File: config.mk
export PLATFORM = sky130hd
export DESIGN_NAME = sobel_flow_ctrl
export DESIGN_NICKNAME = d
export VERILOG_FILES = /design/src/rtl/sobel_pkg.sv /design/src/rtl/pix_pos_cnt.sv /design/src/rtl/sobel_flow_ctrl.sv
export SDC_FILE = /design/constraint.sdc
export NUM_CORES = 1
export LEC_CHECK = 0
export CORE_MARGIN = 2
export CORE_UTILIZATION = 40
export DETAILED_ROUTE_END_ITERATION = 16
export PLACE_DENSITY = 0.67
export SYNTH_ARGS = -nofsm -noshare
export SYNTH_HDL_FRONTEND = slang
export SYNTH_SLANG_ARGS = --single-unit
File: constraint.sdc
create_clock -name clk_i -period 5.74 [get_ports clk_i]
set_input_delay 1.148 -clock clk_i [delete_from_list [all_inputs] [get_ports clk_i]]
set_output_delay 1.148 -clock clk_i [all_outputs]
set_load 0.1 [all_outputs]
File: src/rtl/sobel_pkg.sv
// rtl/sobel_pkg.sv - shared state type and default dimensions for the Sobel flow path
package sobel_pkg;

  typedef enum logic [1:0] {
    IDLE,
    RUN,
    DRAIN,
    DONE
  } flow_state_e;

  localparam int DEF_IMG_W     = 640;
  localparam int DEF_IMG_H     = 480;
  localparam int DEF_SLACK     = 8;
  localparam int DEF_DRAIN_CYC = 16;

endpackage

File: src/rtl/pix_pos_cnt.sv
// rtl/pix_pos_cnt.sv - column/row raster counter with last-pixel flag
module pix_pos_cnt
  import sobel_pkg::*;
#(
  parameter int W = DEF_IMG_W,
  parameter int H = DEF_IMG_H
) (
  input  logic                 clk,
  input  logic                 rst,
  input  logic                 clr,
  input  logic                 adv,
  output logic [$clog2(W)-1:0] col,
  output logic [$clog2(H)-1:0] row,
  output logic                 last
);

  localparam int CW = $clog2(W);
  localparam int RW = $clog2(H);
  localparam logic [CW-1:0] COL_MAX = CW'(W - 1);
  localparam logic [RW-1:0] ROW_MAX = RW'(H - 1);

  assign last = (col == COL_MAX) && (row == ROW_MAX);

  // Advance one pixel in raster order; the final pixel wraps both axes at once.
  always_ff @(posedge clk) begin
    if (rst || clr) begin
      col <= '0;
      row <= '0;
    end else if (adv) begin
      if (col == COL_MAX) begin
        col <= '0;
        row <= last ? '0 : row + 1'b1;
      end else begin
        col <= col + 1'b1;
      end
    end
  end

endmodule

File: src/rtl/sobel_flow_ctrl.sv
// rtl/sobel_flow_ctrl.sv - frame-level pop/throttle/drain controller for the Sobel path
module sobel_flow_ctrl
  import sobel_pkg::*;
#(
  parameter int IMG_W      = DEF_IMG_W,
  parameter int IMG_H      = DEF_IMG_H,
  parameter int FIFO_DEPTH = 2048,
  parameter int CNT_WD     = 11,
  parameter int SLACK      = DEF_SLACK,
  parameter int DRAIN_CYC  = DEF_DRAIN_CYC
) (
  input  logic                     clk_i,
  input  logic                     rst_i,
  input  logic                     start_i,
  input  logic                     abort_i,
  input  logic                     cam_empty_i,
  input  logic [CNT_WD-1:0]        sobel_cnt_i,
  input  logic                     sobel_vld_i,
  output logic                     rd_cam_fifo_o,
  output logic [$clog2(IMG_W)-1:0] col_o,
  output logic [$clog2(IMG_H)-1:0] row_o,
  output logic                     busy_o,
  output logic                     done_o,
  output logic [19:0]              out_cnt_o,
  output logic                     ovf_err_o
);

  localparam int DW = $clog2(DRAIN_CYC + 1);
  // One extra bit so a depth equal to 2**CNT_WD is still representable.
  localparam logic [CNT_WD:0] POP_LIMIT  = (CNT_WD + 1)'(FIFO_DEPTH - SLACK);
  localparam logic [CNT_WD:0] FULL_LEVEL = (CNT_WD + 1)'(FIFO_DEPTH - 1);
  localparam logic [DW-1:0]   DRAIN_LAST = DW'(DRAIN_CYC - 1);

  flow_state_e     state;
  flow_state_e     next_state;
  logic [DW-1:0]   drain_cnt;
  logic [CNT_WD:0] occ;
  logic            room;
  logic            full;
  logic            pop;
  logic            last_pix;
  logic            start_ok;

  assign occ      = {1'b0, sobel_cnt_i};
  assign room     = occ < POP_LIMIT;
  assign full     = occ >= FULL_LEVEL;
  assign start_ok = (state == IDLE) && start_i && !abort_i;

  assign rd_cam_fifo_o = pop;

  pix_pos_cnt #(
    .W(IMG_W),
    .H(IMG_H)
  ) u_pos (
    .clk (clk_i),
    .rst (rst_i),
    .clr (start_ok),
    .adv (pop),
    .col (col_o),
    .row (row_o),
    .last(last_pix)
  );

  // Next state and the zero-latency pop strobe; abort forces IDLE with no pop.
  always_comb begin
    next_state = state;
    pop        = 1'b0;
    if (abort_i) begin
      next_state = IDLE;
    end else begin
      case (state)
        IDLE: if (start_i) next_state = RUN;
        RUN: begin
          pop = !rst_i && !cam_empty_i && room;
          if (pop && last_pix) next_state = DRAIN;
        end
        DRAIN: if (!sobel_vld_i && (drain_cnt == DRAIN_LAST)) next_state = DONE;
        DONE: next_state = IDLE;
        default: next_state = IDLE;
      endcase
    end
  end

  // State register with busy/done registered from the upcoming state.
  always_ff @(posedge clk_i) begin
    if (rst_i) begin
      state  <= IDLE;
      busy_o <= 1'b0;
      done_o <= 1'b0;
    end else begin
      state  <= next_state;
      busy_o <= (next_state == RUN) || (next_state == DRAIN);
      done_o <= (next_state == DONE);
    end
  end

  // Count idle datapath cycles while draining; any valid restarts the wait.
  always_ff @(posedge clk_i) begin
    if (rst_i || start_ok) begin
      drain_cnt <= '0;
    end else if (state == DRAIN) begin
      drain_cnt <= sobel_vld_i ? '0 : drain_cnt + 1'b1;
    end
  end

  // Saturating output counter and sticky overflow flag, live in every state.
  always_ff @(posedge clk_i) begin
    if (rst_i || start_ok) begin
      out_cnt_o <= '0;
      ovf_err_o <= 1'b0;
    end else if (sobel_vld_i) begin
      if (out_cnt_o != '1) out_cnt_o <= out_cnt_o + 1'b1;
      if (full) ovf_err_o <= 1'b1;
    end
  end

endmodule

Yosys cells after proc, flatten, opt, wreduce, memory -nomap -nowiden
Index checks and enable logic that the tools add are counted.
{"block": "classes", "n_addsub": 4, "n_lt_le_gt_ge": 2, "n_eq_ne": 10, "mux": 10, "n_reduce_logical": 17}
{"operator": "20-bit by 1-bit adder with 20-bit output (second input constant)", "n": 1}
{"operator": "20-bit inequality test (second input constant)", "n": 1}
{"operator": "11-bit greater-or-equal comparator (second input constant)", "n": 1}
{"operator": "11-bit less-than comparator (second input constant)", "n": 1}
{"operator": "10-bit by 1-bit adder with 10-bit output (second input constant)", "n": 1}
{"operator": "10-bit equality test (second input constant)", "n": 1}
{"operator": "10-bit two-way mux", "n": 1}
{"operator": "9-bit by 1-bit adder with 9-bit output (second input constant)", "n": 1}
{"operator": "9-bit equality test (second input constant)", "n": 1}
{"operator": "9-bit two-way mux", "n": 1}
{"operator": "2-bit equality test (second input constant)", "n": 4}
{"operator": "2-bit two-way mux", "n": 4}
{"operator": "2-bit one-hot mux with 4 select lines", "n": 1}
{"operator": "1-bit logical AND", "n": 7}
{"operator": "2-bit AND reduction", "n": 3}
{"operator": "5-bit by 1-bit adder with 5-bit output (second input constant)", "n": 1}
{"operator": "5-bit by 4-bit equality test with 1-bit output (second input constant)", "n": 1}
{"operator": "5-bit two-way mux", "n": 1}
{"operator": "2-bit by 1-bit equality test with 1-bit output (second input constant)", "n": 2}
{"operator": "1-bit zero test", "n": 4}
{"operator": "2-bit zero test", "n": 1}
{"operator": "1-bit logical OR", "n": 2}
{"operator": "1-bit two-way mux", "n": 2}
{"block": "totals", "ff_bits": 49, "input_bits": 17, "out_inout_bits": 43}

Logic depth before layout (Yosys ltp)
Gate-level depths: netlist (run 1).
{"block": "logic_depth", "depth_word": 9, "depth_mapped": 8, "ltp_nobuf": 8}

By module
Synthesis (run 1) repeated with hierarchy kept, for this count alone.
{"block": "unflattened", "hier_cells": 299, "hier_area_um2": 2581.2}
{"mod": "sobel_flow_ctrl", "n_inst": 1, "cells_per_inst": 194, "area_per_inst_um2": 1647.8, "seq_area_each_um2": 600.6}
{"mod": "pix_pos_cnt", "n_inst": 1, "cells_per_inst": 105, "area_per_inst_um2": 933.4, "seq_area_each_um2": 380.4}

Least setup slack after synthesis (run 1)
No wires, ideal clock.
{"block": "synth_path", "path_type": "input-to-output", "start": "input sobel_cnt_i[3]", "end": "output rd_cam_fifo_o", "arrival_time_ns": 2.220, "required_ns": 4.592, "slack_ns": 2.372, "stages": 4, "cell_sequence": "nand4_1 o211ai_1 inv_1 buf_2"}
{"block": "synth_via", "elab_chain_len": 4}
{"element": "from (decl)", "line": "sobel_flow_ctrl.sv:17", "source": "input logic [CNT_WD-1:0] sobel_cnt_i,"}
{"element": "11-bit less-than comparator", "line": "sobel_flow_ctrl.sv:45", "source": "assign room = occ < POP_LIMIT;"}
{"element": "1-bit logical AND", "line": "sobel_flow_ctrl.sv:74", "source": "pop = !rst_i && !cam_empty_i && room;"}
{"element": "1-bit two-way mux", "line": "sobel_flow_ctrl.sv:71", "source": "case (state)"}
{"element": "1-bit two-way mux", "line": "sobel_flow_ctrl.sv:68", "source": "if (abort_i) begin"}
{"element": "to (decl)", "line": "sobel_flow_ctrl.sv:19", "source": "output logic rd_cam_fifo_o,"}
No other way between the ends.

Worst setup path in the final report (run 1)
Ends and elaborated chain as after synthesis.

==> impl_metrics.ini, run 1 <==
[run_status]
status = finished, final reports clean

[timing]
finClkSkew_ns = 0.009319
slew_violations = 0
max_freq_ghz = 0.2364
fin_ws_ns = 1.509
period_needed_ns = 4.231
hold_violations = 0
worstMarginPinSlew_ns = 0.9842
setup_tns_ns = 0
maxSlewHeadroom_pct = 34.18
min_period_over_period_pct = 73.71
rsz0062_at_grt = false
finalSetupViolCount = 0

[clocking]
cts.clk_slew.worst_paths_ns = 0.09
post-cts-setup-buffers = 0
cts_tree = built
hold_buffers = 0
clkLatencyLatePin_ns = 0.30
ctsResizeCount = 0
htreeDepth = 2
clk_path_buf_depth = 2
root_buffer = clkbuf_8
cts.sinks = 49
numCtsBuffers = 5

[critical_path]
r2r_slack_ns = 3.36
critPathRequiredTime_ns = 4.59
end_kind = output pin
cp_max_fo = 12
cp.arrival_ns = 3.08
r2r_end = busy_o
crit_type = in2out
crit_path_cell_trace = clkdlybuf4s50_1 > nand4_1 > o211ai_1 > inv_1 > buf_4
critPathMaxStageDelay_ns = 0.60
reg2regPathDepth = 8
crit_path_start_kind = input port
reg2reg_from = u_pos.row[1]
critPathLaunch = sobel_cnt_i[3]
critPathSlowestCell = o211ai_1

[power]
powerDensity_nw_per_um2 = 202.3
netSwitchingPower_mw = 0.1428
seq_power_share_pct = 53.4
swShare_pct = 22.21
p_comb_share_pct = 7.0
ir_worst_vdd_mv = 0.1349
leakagePower_nw = 1.042
power.share.clock_pct = 39.6
p_int_mw = 0.5002

[global_routing]
gr-total-overflow = 0
grt_usage_pct = 17.48
grt_max_degree = 34
grt_pass1_wl_mm = 9.377
grt_pass1_vias = 2072
antenna_found_initial = 0

[placed_design]
place_inst = 413
place_congestion = 0.8149
placed_area_um2 = 3063
dpl.hpwl_mm = 4.024
dp_slack_ns = 1.513
numPortBuffers = 59

[yosys]
avgSynthCellArea_um2 = 8.466
synthCells = 287
synth_nets = 310
seq_area_frac_synth_pct = 40.37
synth.distinct_cells = 50
synth_top_area_cell = dfxtp_1
yosysWarnings = 0
ys.flop_type = dfxtp_1
netlist.area_leader.share_pct = 40.37
synth.ff_latch_count = 49
yosys-top-cells-area = dfxtp_1 (40%), nor2_1 (6.0%), nand2_1 (4.6%)
synth_edf_count = 0
syn_area_um2 = 2430
async_flop_share_pct = 0

[floorplanning]
initial_core_util_pct = 41.28
die_x_um = 81.94
core_area_um2 = 5886
pin_count = 60
die_area_um2 = 6714
die_h_um = 81.94
fp-row-count = 28

[job]
cap_viol_max_count = 0

[routing]
remaining_drc_errors = 0
vias_per_cell = 5.432
wire_per_inst_um = 13.24
first_iter_violations = 78
drtAntennaViolNets = 0
drt-total-wl_mm = 5.575
drt_first_pass_iters = 4
vias = 2287

[finish]
drive_gt1_share_pct = 6.358
fin_nets = 368
diodes = 0
finalNonFillerCells = 421
finalInstanceArea_um2 = 3179
syn_to_final_growth_pct = 30.84
finish.utilization_pct = 54.02

[worst_hold_path]
hold_end = ovf_err_o
hold_path.class = reg2reg
holdPathStages = 2
hp-start = ovf_err_o
power by group through the flow:
stage                     clock network, mW  registers (mW)  logic [mW]
after global placement                    0           0.352      0.0447
after CTS                             0.261           0.344      0.0452
after floorplan                           0           0.362      0.0166
after detailed placement                  0           0.352      0.0451
after global routing                  0.274           0.344      0.0482
final                                 0.255           0.344      0.0447
cells in the final DEF, fill, tap and decap left out, types with 2 or more instances in the layout:
cell type        instances
o2111ai_1                2
clkdlybuf4s50_1         58
a311oi_1                 4
ha_1                     6
nor4_1                   5
inv_1                    4
o211ai_1                 3
mux2i_1                  3
xor2_1                   8
o31ai_1                  2
nand3b_1                 3
nand2_1                 30
nor2_1                  39
or3_1                    2
nand4_1                 13
nor2b_1                  5
o22ai_1                  2
or4_2                    3
and4_1                   5
nand3_1                 12
clkbuf_8                 6
o21ai_0                  8
dfxtp_1                 49
nor3_1                  12
and2_1                   4
xnor2_1                  9
nor3b_1                  2
a21oi_1                 17
and3_1                   3
a31oi_1                  6
critical path, delay by kind of cell:
family / cells / cell delay, ns
buffers and inverters: 3 / 1.21
AOI/OAI and AO/OA: 1 / 0.60
and+or+nand+nor: 1 / 0.12
metrics by stage:
step / hold WS, ns / total power, mW
6_report: 0.4921 / 0.6430
5_1_grt: 0.5147 / 0.6667
4_1_cts: 0.4989 / 0.6502
3_5_place_dp: 0.4780 / 0.3967
3_3_place_gp: 0.4501 / 0.3964
2_1_floorplan: 0.4570 / 0.3786
routing by layer:
layer | part of all wire, % | GRT usage, %
met1 | 51 | 23.67
met4 | 0.56 | 3.500
met2 | 44 | 28.70
met3 | 5.1 | 3.736
met5 | 0 | 0
cells by family (layout without fill, tap and decap cells):
group | count (synthesis) | after routing | share of synthesized area, %
simple gates | 151 | 151 | 33.93
compound gates | 49 | 49 | 12.62
flops | 49 | 49 | 40.37
xor+xnor | 17 | 17 | 6.128
buf+inv | 12 | 71 | 2.626
fa+ha+maj | 6 | 6 | 3.090
mux | 3 | 3 | 1.236
synthesized netlist by cell type, drive strengths merged (3+ instances only):
cell type and number:
a21oi 17, nor4 6, nor3 12, nand2 30, mux2i 3, nand4 14, nand3b 3, o211ai 3
or4 4, xnor2 9, and3 3, and4 6, and2 4, xor2 8, nor2b 5, a311oi 4
ha 6, inv 4, nor2 40, o21ai 9, or3 4, dfxtp 49, a31oi 6, nand3 13
clkbuf 6
flip-flops by register name, summed over array words and instances (netlist names):
name and flops:
busy_o 1, done_o 1, drain_cnt 5, out_cnt_o 20
ovf_err_o 1, state 2, u_pos.col 10, u_pos.row 9
how the worst max path moves through the flow:
stage / to / slack [ns] / depth (start not counted)
global route: rd_cam_fifo_o / 1.32 / 5
floorplan: rd_cam_fifo_o / 2.37 / 4
global placement: rd_cam_fifo_o / 1.52 / 5
CTS: rd_cam_fifo_o / 1.51 / 5
finish: rd_cam_fifo_o / 1.51 / 5
detailed placement: rd_cam_fifo_o / 1.51 / 5
layout make-up:
type,count,area [um^2]
Clock buffer,7,86.33
Clock inverter,1,30.03
Fill cell,557,2706
Inverter,4,15.01
Multi-Input combinational cell,226,1385
Sequential cell,49,980.9
Tap cell,75,93.84
Timing Repair Buffer,59,588.1
No activity file was read; power rests on OpenSTA's default activity.
==> inputs of run 2 (changes only) <==
--- a/config.mk
+++ b/config.mk
@@ -8,7 +8,7 @@
 export CORE_MARGIN = 2
 export CORE_UTILIZATION = 40
 export DETAILED_ROUTE_END_ITERATION = 16
-export PLACE_DENSITY = 0.67
+export PLACE_DENSITY = 0.7
 export SYNTH_ARGS = -nofsm -noshare
 export SYNTH_HDL_FRONTEND = slang
 export SYNTH_SLANG_ARGS = --single-unit
==> constraint.sdc (replaced) <==
create_clock -name clk_i -period 3.7 [get_ports clk_i]
set_input_delay 0.74 -clock clk_i [delete_from_list [all_inputs] [get_ports clk_i]]
set_output_delay 0.74 -clock clk_i [all_outputs]
set_load 0.1 [all_outputs]
==> run 2 against run 1 <==
Effect of this change: clock skew shrank 0.0057 ns; routed wire length shrank 0.75%; combinational power grew 59%; cell count grew 0.48%; register-to-register slack lost 2.0 ns; sequential share of layout area is essentially flat; global-route usage grew 0.24 points; core utilization grew 0.085 points; critical path type unchanged; critical endpoint unchanged; largest power group unchanged; highest routed layer unchanged.
==> impl_metrics.ini, run 2 (synthesized netlist as in run 1, its figures left out) <==
[run_status]
status = finished, final reports clean

[worst_hold_path]
hp-start = ovf_err_o
hold_path.class = reg2reg

[floorplanning]
pin_count = 60
fp-row-count = 28
die_area_um2 = 6714
core_area_um2 = 5886
die_x_um = 81.94
die_h_um = 81.94
initial_core_util_pct = 41.28

[finish]
regMostFlops = out_cnt_o
largest_reg_flops = 20
finish.utilization_pct = 54.10
drive_gt1_share_pct = 6.897
syn_to_final_growth_pct = 31.05
mostFrequentLayoutCells = clkdlybuf4s50_1 (58), dfxtp_1 (49), nor2_1 (39), nand2_1 (30), a21oi_1 (17)
diodes = 0
finalInstanceArea_um2 = 3184
fin_nets = 371
fillers = 565
reg_top3 = out_cnt_o (20), u_pos.col (10), u_pos.row (9)
final_common_cell = clkdlybuf4s50_1

[routing]
vias_per_cell = 5.404
drt-total-wl_mm = 5.533
first_iter_violations = 54
vias = 2286
drt_first_pass_iters = 4
remaining_drc_errors = 0
wire_per_inst_um = 13.08
drtAntennaViolNets = 0

[placed_design]
dpl.hpwl_mm = 4.040
place_congestion = 0.8073
placed_area_um2 = 3098
numPortBuffers = 59

[clocking]
clkLatencyLatePin_ns = 0.29
hold_buffers = 0
root_buffer = clkbuf_8
clk_path_buf_depth = 2
cts_tree = built
ctsResizeCount = 0
cts.clk_slew.worst_paths_ns = 0.08
cts.sinks = 49
numCtsBuffers = 5
post-cts-setup-buffers = 0
htreeDepth = 2

[critical_path]
critPathLaunch = rst_i
crit_type = in2out
crit_path_start_kind = input port
cp.arrival_ns = 2.30
critPathRequiredTime_ns = 2.96
cp_max_fo = 12
end_kind = output pin
reg2reg_from = u_pos.row[0]

[timing]
worstMarginPinSlew_ns = 0.9918
finClkSkew_ns = 0.003649
period_needed_ns = 3.042
max_freq_ghz = 0.3288
setup_tns_ns = 0
slew_violations = 0
maxSlewHeadroom_pct = 33.67
min_period_over_period_pct = 82.21
rsz0062_at_grt = false
hold_violations = 0
hold_ws_ns = 0.4976
finalSetupViolCount = 0

[job]
cap_viol_max_count = 0

[global_routing]
antenna_found_initial = 0
grt_pass1_vias = 2032
grt_pass1_wl_mm = 9.384
grt_max_degree = 34
grt_usage_pct = 17.73
gr-total-overflow = 0

[power]
powerDensity_nw_per_um2 = 289.2
leakagePower_nw = 1.045
power_mw = 0.9209
ir_worst_vdd_mv = 0.1576
[run 2: path summary, 6_finish.rpt]
check	to	slack, ns	cells after the start
setup reg to reg	busy_o	1.32	8
setup / recovery	rd_cam_fifo_o	0.66	6
hold / removal	ovf_err_o	0.50	2
hold reg to reg	ovf_err_o	0.50	2
[run 2: critical path: stages]
cell and delay (ns):
clkdlybuf4s50_1 0.52, nor3_1 0.18, o211ai_1 0.11, buf_4 0.18, inv_1 0.33, buf_12 0.23
[run 2: per-layer routing]
layer	GRT usage [%]	wire length (um)
met5	0	0
met4	5.333	77
met3	4.396	283
met2	28.13	2484
met1	23.71	2688
[run 2: power by group]
group	switching, mW	internal [mW]	total (mW)	leakage [nW]
Combinational	0.0434	0.0277	0.0711	0.605
Clock	0.168	0.149	0.317	0.0443
Sequential	0.00343	0.530	0.533	0.395
Total	0.215	0.706	0.921	1.04
[run 2: cell type report]
cell class              count  area [um^2]  area share, %
multi-input cells         226         1385          43.50
flip-flops and latches     49        980.9          30.81
repair buffers             62        623.1          19.57
well taps                  75        93.84          2.947
clock buffers               7        86.33          2.711
inverters                   4        15.01         0.4715
[run 2: through the flow]
stage	cells	setup WS, ns
after floorplan	287	0.8473
after global placement	416	0.6770
after detailed placement	416	0.6773
after CTS	423	0.6648
after global routing	423	0.5266
final	423	0.6582
==> inputs of run 3 (changes only) <==
--- a/config.mk
+++ b/config.mk
@@ -8,7 +8,7 @@
 export CORE_MARGIN = 2
 export CORE_UTILIZATION = 40
 export DETAILED_ROUTE_END_ITERATION = 16
-export PLACE_DENSITY = 0.7
+export PLACE_DENSITY = 0.67
 export SYNTH_ARGS = -nofsm -noshare
 export SYNTH_HDL_FRONTEND = slang
 export SYNTH_SLANG_ARGS = --single-unit
==> constraint.sdc (replaced) <==
create_clock -name clk_i -period 3.1 [get_ports clk_i]
set_input_delay 0.62 -clock clk_i [delete_from_list [all_inputs] [get_ports clk_i]]
set_output_delay 0.62 -clock clk_i [all_outputs]
set_load 0.1 [all_outputs]
==> run 3 against run 2 <==
Effect of this change: clock-buffer cell count did not move; cell count rose by 0.71%; clock power grew 22%; clock skew grew 0.0016 ns; register-to-register slack lost 0.45 ns; non-clock buffer count up 3; final area decreased by 2.6%; sequential share of layout area rose by 0.82 points; worst hold slack worse by 0.0024 ns; critical path depth down 1; routed wire length increased by 6.4%.
==> impl_metrics.ini, run 3 (synthesized netlist as in run 1, its figures left out) <==
[critical_path]
crit_path_start_kind = input port
r2r_slack_ns = 0.87
critPathLaunch = rst_i
end_kind = output pin
critPathRequiredTime_ns = 2.48
cp_max_fo = 8
r2r_end = busy_o
reg2reg_from = u_pos.row[0]
endpoint = rd_cam_fifo_o
crit_type = in2out
cp.arrival_ns = 1.86
reg2regPathDepth = 8

[timing]
rsz0062_at_grt = false
worstMarginPinSlew_ns = 0.5490
hold_violations = 0
maxSlewHeadroom_pct = 63.40
finClkSkew_ns = 0.005249
min_period_over_period_pct = 80.13
slew_violations = 0
setup_tns_ns = 0
max_freq_ghz = 0.4026
fin_ws_ns = 0.6158
period_needed_ns = 2.484
finalSetupViolCount = 0

[placed_design]
dp_slack_ns = 0.5981
place_congestion = 0.8622
dpl.hpwl_mm = 4.308
numPortBuffers = 59

[clocking]
post-cts-setup-buffers = 0
cts.clk_slew.worst_paths_ns = 0.08
cts_tree = built
clk_path_buf_depth = 2
root_buffer = clkbuf_8
cts.sinks = 49
hold_buffers = 0
numCtsBuffers = 5
ctsResizeCount = 0
htreeDepth = 2
clkLatencyLatePin_ns = 0.30

[floorplanning]
die_area_um2 = 6714
die_h_um = 81.94
initial_core_util_pct = 41.28
die_x_um = 81.94
core_area_um2 = 5886
fp-row-count = 28
pin_count = 60

[global_routing]
grt_usage_pct = 18.42
gr-total-overflow = 0
grt_pass1_vias = 2086
grt_max_degree = 33
antenna_found_initial = 0
grt_pass1_wl_mm = 9.680

[finish]
drive_gt1_share_pct = 19.66
syn_to_final_growth_pct = 27.65
final_common_cell = dfxtp_1
largest_reg_flops = 20
diodes = 0
fillers = 571
fin_nets = 374
regMostFlops = out_cnt_o
mostFrequentLayoutCells = dfxtp_1 (49), buf_4 (48), nor2_1 (39), nand2_1 (30), a21oi_1 (17)
reg_top3 = out_cnt_o (20), u_pos.col (10), u_pos.row (9)

[routing]
drt-total-wl_mm = 5.888
vias = 2332
wire_per_inst_um = 13.82
first_iter_violations = 75
drt_first_pass_iters = 4
drtAntennaViolNets = 0
remaining_drc_errors = 0
vias_per_cell = 5.474

[job]
cap_viol_max_count = 0

[power]
leakagePower_nw = 1.145
ir_worst_vdd_mv = 0.1995
powerDensity_nw_per_um2 = 357.8

[worst_hold_path]
holdPathStages = 2
hold_path.class = reg2reg

[run_status]
status = finished, final reports clean
run 3: changes by cell type in the layout (fill, tap and decap cells not counted), sizes merged:
cell and delta:
buf +45, clkdlybuf4s50 -42
run 3: worst min path at each step:
| stage | slack, ns | to | start |
|---|---|---|---|
| global route | 0.52 | drain_cnt[3] | drain_cnt[3] |
| floorplan | 0.46 | drain_cnt[4] | drain_cnt[4] |
| global placement | 0.46 | ovf_err_o | ovf_err_o |
| CTS | 0.50 | ovf_err_o | ovf_err_o |
| detailed placement | 0.48 | ovf_err_o | ovf_err_o |
| finish | 0.50 | ovf_err_o | ovf_err_o |
run 3: routing by layer:
metal / routed length (um) / global-route usage (%) / vias to the layer above
li1: - / - / 1177
met1: 2788 / 24.13 / 1087
met2: 2723 / 30.00 / 64
met3: 345 / 3.736 / 4
met4: 30 / 6.500 / 0
met5: 0 / 0 / -
run 3: final cells by class:
class	instances	area, um^2	area share (%)
well taps	75	93.84	3.025
clock buffers	7	86.33	2.783
inverters	4	15.01	0.4841
repair buffers	65	540.5	17.43
flip-flops and latches	49	980.9	31.63
multi-input cells	226	1385	44.66
run 3: per-stage QoR:
stage | hold slack (ns) | cell area (um^2) | utilization [%] | std cells | power (mW)
2_1_floorplan | 0.4570 | 2430 | - | 287 | 0.7010
3_3_place_gp | 0.4560 | 3015 | 51.23 | 419 | 0.7388
3_5_place_dp | 0.4752 | 3015 | 51.23 | 419 | 0.7388
4_1_cts | 0.4992 | 3102 | 52.70 | 426 | 1.116
5_1_grt | 0.5197 | 3102 | 52.70 | 426 | 1.154
6_report | 0.4951 | 3102 | 52.70 | 426 | 1.110
run 3: power breakdown:
part           internal [mW]  switching (mW)  total (mW)
combinational         0.0334          0.0533      0.0867
sequential             0.632         0.00436       0.637
clock                  0.178           0.209       0.386
total                  0.843           0.266        1.11
run 3: critical path, stage by stage:
cell	delay, ns
clkdlybuf4s50_1	0.53
nor3_1	0.21
o211ai_1	0.15
inv_1	0.16
buf_12	0.19
==> RTL edit 1, RTL diff (config.mk and constraints of run 2) <==
Re-encode `flow_state_e` (4 states) as one-hot, 4 bits wide.
--- a/src/rtl/sobel_pkg.sv
+++ b/src/rtl/sobel_pkg.sv
@@ -2,9 +2,9 @@
 package sobel_pkg;
 
-  typedef enum logic [1:0] {
-    IDLE,
-    RUN,
-    DRAIN,
-    DONE
+  typedef enum logic [3:0] {
+    IDLE  = 4'b0001,
+    RUN   = 4'b0010,
+    DRAIN = 4'b0100,
+    DONE  = 4'b1000
   } flow_state_e;
 
Function: no difference found for any inputs over 10 cycles, from zero or initial values and one cycle with rst_i high; not proved beyond that.
==> RTL edit 1 against run 2 <==
- global-route usage fell by 0.66 points
- final cell count fell by 2.1%
- design area rose by 0.79%
- synthesized area rose by 0.88%
- power rose by 8.9%
- non-clock buffer count fell by 1
- combinational power fell by 4.4%
- sequential cell count rose by 2
- setup slack improved by 0.15 ns
- routed wire length rose by 0.90%
- critical path type unchanged
- critical endpoint unchanged
- largest cell class unchanged
==> RTL edit 1: results (changes against run 2) <==
Route
  • Detailed Route WL: 5583 µm (+0.90%)
  • Vias per std cell: 5.403 (about the same)
  • DR iter-0 viols: 85 (+57%)
  • Initial DRT Pass Iterations: 4 (unchanged)

Cells and area
  • Top Registers: out_cnt_o (20), u_pos.col (10), u_pos.row (9)
  • Net count, final: 361 (-2.7%)
  • ANT cells: 0 (unchanged)
  • Layout cells sized above 1: 0.06490 (-0.004069)

Clocking
  • Clk slew on worst S/H paths: around 0.090 ns
  • Num CTS Buffers: 5 (unchanged)
  • H-tree Lvls: 2 (unchanged)
  • Setup Fix Bufs, Post-CTS: 0 (unchanged)
  • Clock Tree Root: clkbuf_8
  • Maximum clock insertion buffer count: 2 (unchanged)
  • Worst skew pair latency: 0.31 ns (+0.02 ns)
  • PostCTS Resize Cnt: 0 (unchanged)

Timing
  • Slew headroom: 0.3009 (-0.03586)
  • Setup violations, final: 0 (unchanged)
  • Layout Skew: 0.01166 ns (+0.008008 ns)

Setup path
  • Family with the most delay on the worst path: buffers and inverters
  • Max Fanout on Critical Path: 13 (+1)
  • Worst path max stage delay: 0.49 ns (-0.03 ns)
  • Slowest-stage cell, CP: o211a_1
  • Worst path arrival time: 2.16 ns (-0.14 ns)

Global route
  • Pin count of the biggest net entering global routing: 36 (+5.9%)
  • Vias in the first global route: 2,028 (-0.20%)
  • All-Layer GR Usage: 0.1706 (-0.006645)
  • Initial antenna violation count: 0 (unchanged)
  • First-pass GRT wire length: 9025 µm (-3.8%)

Synthesis
  • Synth Flop Type: dfxtp_1
  • Sequential area share after synthesis: 0.4165 (+0.01283)
  • Netlist cell types: 47 (-6.0%)
  • Most common library cells after synthesis: dfxtp_1, nor2_1, a21oi_1, o21ai_0, xor2_1
  • Leading post-synthesis cells by cell area: dfxtp_1, xor2_1, nor2_1
  • Syn. warnings: 0 (unchanged)
  • Post-Syn Nets: 304 (-1.9%)
  • Async SR Flop Fraction: 0 (unchanged)

Power
  • Max IR drop VDD: 0.0001804 V (+14%)
  • Power Internal: 0.0007753 W (+9.8%)
  • Leakage: 1.111 nW (+6.3%)

Status
  • Status: complete, no violations

Placement
  • PortBufs: 59 (unchanged)
  • Routability cong.: 0.7809 (-3.3%)
  • Detailed Place HPWL: 3856 µm (-4.6%)

Hold path
  • Hold crit path type: flip-flop to flip-flop
[RTL edit 1: final timing paths]
path	startpoint	slack [ns]	cells after the start	endpoint
setup / recovery	abort_i	0.80	4	rd_cam_fifo_o
hold / removal	ovf_err_o	0.48	2	ovf_err_o
setup reg to reg	state[2]	1.52	5	u_pos.row[8]
hold reg to reg	ovf_err_o	0.48	2	ovf_err_o
[RTL edit 1: layout make-up]
type	count	area, µm²
fill	557	2711
multi-input combinational	214	1350
sequential	51	1021
timing repair buffer	61	615.6
tap	75	93.84
clock buffer	5	68.82
clock inverter	2	37.54
inverter	6	22.52
[RTL edit 1: metrics by stage]
| step | cell area (µm²) | worst slack (ns) | hold slack, ns | std cells |
|---|---|---|---|---|
| 3_3_place_gp | 3103 | 0.8153 | 0.4564 | 407 |
| 4_1_cts | 3209 | 0.7980 | 0.4865 | 414 |
| 5_1_grt | 3209 | 0.6895 | 0.5186 | 414 |
| 6_report | 3209 | 0.8037 | 0.4838 | 414 |
| 3_5_place_dp | 3103 | 0.7632 | 0.4648 | 407 |
| 2_1_floorplan | 2451 | 1.159 | 0.4532 | 282 |
[RTL edit 1: metal layers]
layer / wire length (µm) / GRT usage
met5: 0 / 0
met4: 79 / 0.06000
met3: 247 / 0.03370
met2: 2631 / 0.2911
met1: 2623 / 0.2133
[RTL edit 1: power by group through the flow]
stage / Combinational (W) / Sequential (W) / Clock [W]
3_5_place_dp: 0.0000683 / 0.000568 / 0
4_1_cts: 0.0000684 / 0.000555 / 0.000394
2_1_floorplan: 0.0000231 / 0.000583 / 0
5_1_grt: 0.0000732 / 0.000556 / 0.000415
3_3_place_gp: 0.0000676 / 0.000568 / 0
6_report: 0.0000680 / 0.000555 / 0.000380
[RTL edit 1: kinds of logic (layout without fill, tap and decap cells)]
group,Yosys count,after routing,synth area share
adder cells (fa/ha/maj),5,5,0.02552
XOR/XNOR,19,19,0.06789
AO/OA/AOI/OAI,61,61,0.1521
buffers and inverters,17,74,0.03267
flip-flops,51,51,0.4165
AND/OR/NAND/NOR,128,128,0.3012
multiplexers,1,1,0.004084
[RTL edit 1: tightest hold or removal path, stage by stage (launching register included)]
cell     delay (ns)
dfxtp_1        0.34
a21oi_1        0.04
nor2_1         0.07
==> RTL edit 2, RTL diff (flow settings as in run 2) <==
Without the edit above. Set the package constant `DEF_IMG_H` to 240 (it was 480).
--- a/src/rtl/sobel_pkg.sv
+++ b/src/rtl/sobel_pkg.sv
@@ -10,5 +10,5 @@
 
   localparam int DEF_IMG_W     = 640;
-  localparam int DEF_IMG_H     = 480;
+  localparam int DEF_IMG_H     = 240;
   localparam int DEF_SLACK     = 8;
   localparam int DEF_DRAIN_CYC = 16;
Ports: changed (resized row_o); port bits go from 60 to 59. The function was not compared with the original's and may differ.
==> RTL edit 2 against run 2 <==
- final cell count shrank 4.5%
- clock skew rose by 0.0048 ns
- setup slack improved by 0.15 ns
- design area down 3.4%
- sequential power shrank 2%
- synthesized area is 4.2% lower
- via count decreased by 3.2%
- die area decreased by 4.0%
- power is 5.9% higher
- routed wire length is 0.87% lower
- sequential cell count is 1 lower
- hold slack got worse by 0.016 ns
- critical endpoint unchanged
- largest power group unchanged
==> RTL edit 2: results (changes against run 2) <==
Setup path
  • Max Fanout on Critical Path: 10 (-2)
  • Reg-to-reg slack, setup: 1.50 ns (+0.18 ns)
  • Beginning of the critical path: sobel_cnt_i[3]

Clocking
  • Worst skew pair latency: 0.31 ns (+0.02 ns)

Cells and area
  • Area of the multi-input gates: 0.001297 mm² (-6.3%)
  • Comb_multi_in: 212 (-6.2%)
  • Layout cells sized above 1: 0.04819 (-0.02077)
  • Net count, final: 354 (-4.6%)
  • Fillers: 529 (-6.4%)
  • Syn-to-layout area delta: 32.20%
  • Number of clock buffers in the layout: 6 (-1)
  • Final cell count without fillers: 404 (-4.5%)
  • Sequential cell area share: 0.3123 (+0.004267)

Synthesis
  • Leading post-synthesis cells by cell area: dfxtp_1, xnor2_1, nor2_1
  • Netlist cell types: 42 (-16%)
  • Most common library cells after synthesis: dfxtp_1, nor2_1, nand2_1, a21oi_1, xnor2_1
  • Post-Syn Nets: 297 (-4.2%)

Power
  • Clock power share: 0.389 (+0.045)
  • Psw: 0.0002267 W (+5.5%)
  • Leakage: 1.002 nW (-4.1%)

Placement
  • PortBufs: 58 (-1.7%)
  • Pre-CTS setup slack: 0.7572 ns (+0.07989 ns)
  • Routability cong.: 0.8665 (+7.3%)

Global route
  • First-pass GRT wire length: 8921 µm (-4.9%)
  • All-Layer GR Usage: 0.1737 (-0.003574)
  • Vias in the first global route: 1,986 (-2.3%)
  • Pin count of the biggest net entering global routing: 38 (+12%)

Floorplanning
  • Die W: 80.28 µm (-2.0%)

Timing
  • Hold slack: 0.4812 ns (-0.01634 ns)
  • Layout Skew: 0.008421 ns (+0.004772 ns)

Route
  • Vias per std cell: 5.475 (+1.3%)
  • Met2 routed wirelength: 2500 µm (+0.64%)

Status
  • Status: complete, no violations
## RTL edit 2: cell count changes after synthesis, sizes merged, moves of 3 or more
cell / before / now
nor3: 12 / 8
mux2i: 3 / 0
a21oi: 17 / 22
a211oi: 0 / 4
nand3b: 3 / 0
nand2: 30 / 23
xnor2: 9 / 17
buf: 2 / 5
## RTL edit 2: cells by family (layout without fill, tap and decap cells)
| kind of cell | after synthesis | in the layout | synth area share |
|---|---|---|---|
| AOI/OAI and AO/OA | 52 | 52 | 0.1403 |
| xor gates and xnor gates | 23 | 23 | 0.08656 |
| adders and majority gates | 6 | 6 | 0.03226 |
| buffers and inverters | 14 | 72 | 0.02957 |
| DFF | 48 | 48 | 0.4129 |
| and+or+nand+nor | 131 | 131 | 0.2984 |
## RTL edit 2: worst max-delay path, cell delays in order
cell	delay, ns
clkdlybuf4s50_1	0.46
nand4_1	0.20
o211ai_4	0.38
inv_2	0.17
buf_12	0.20
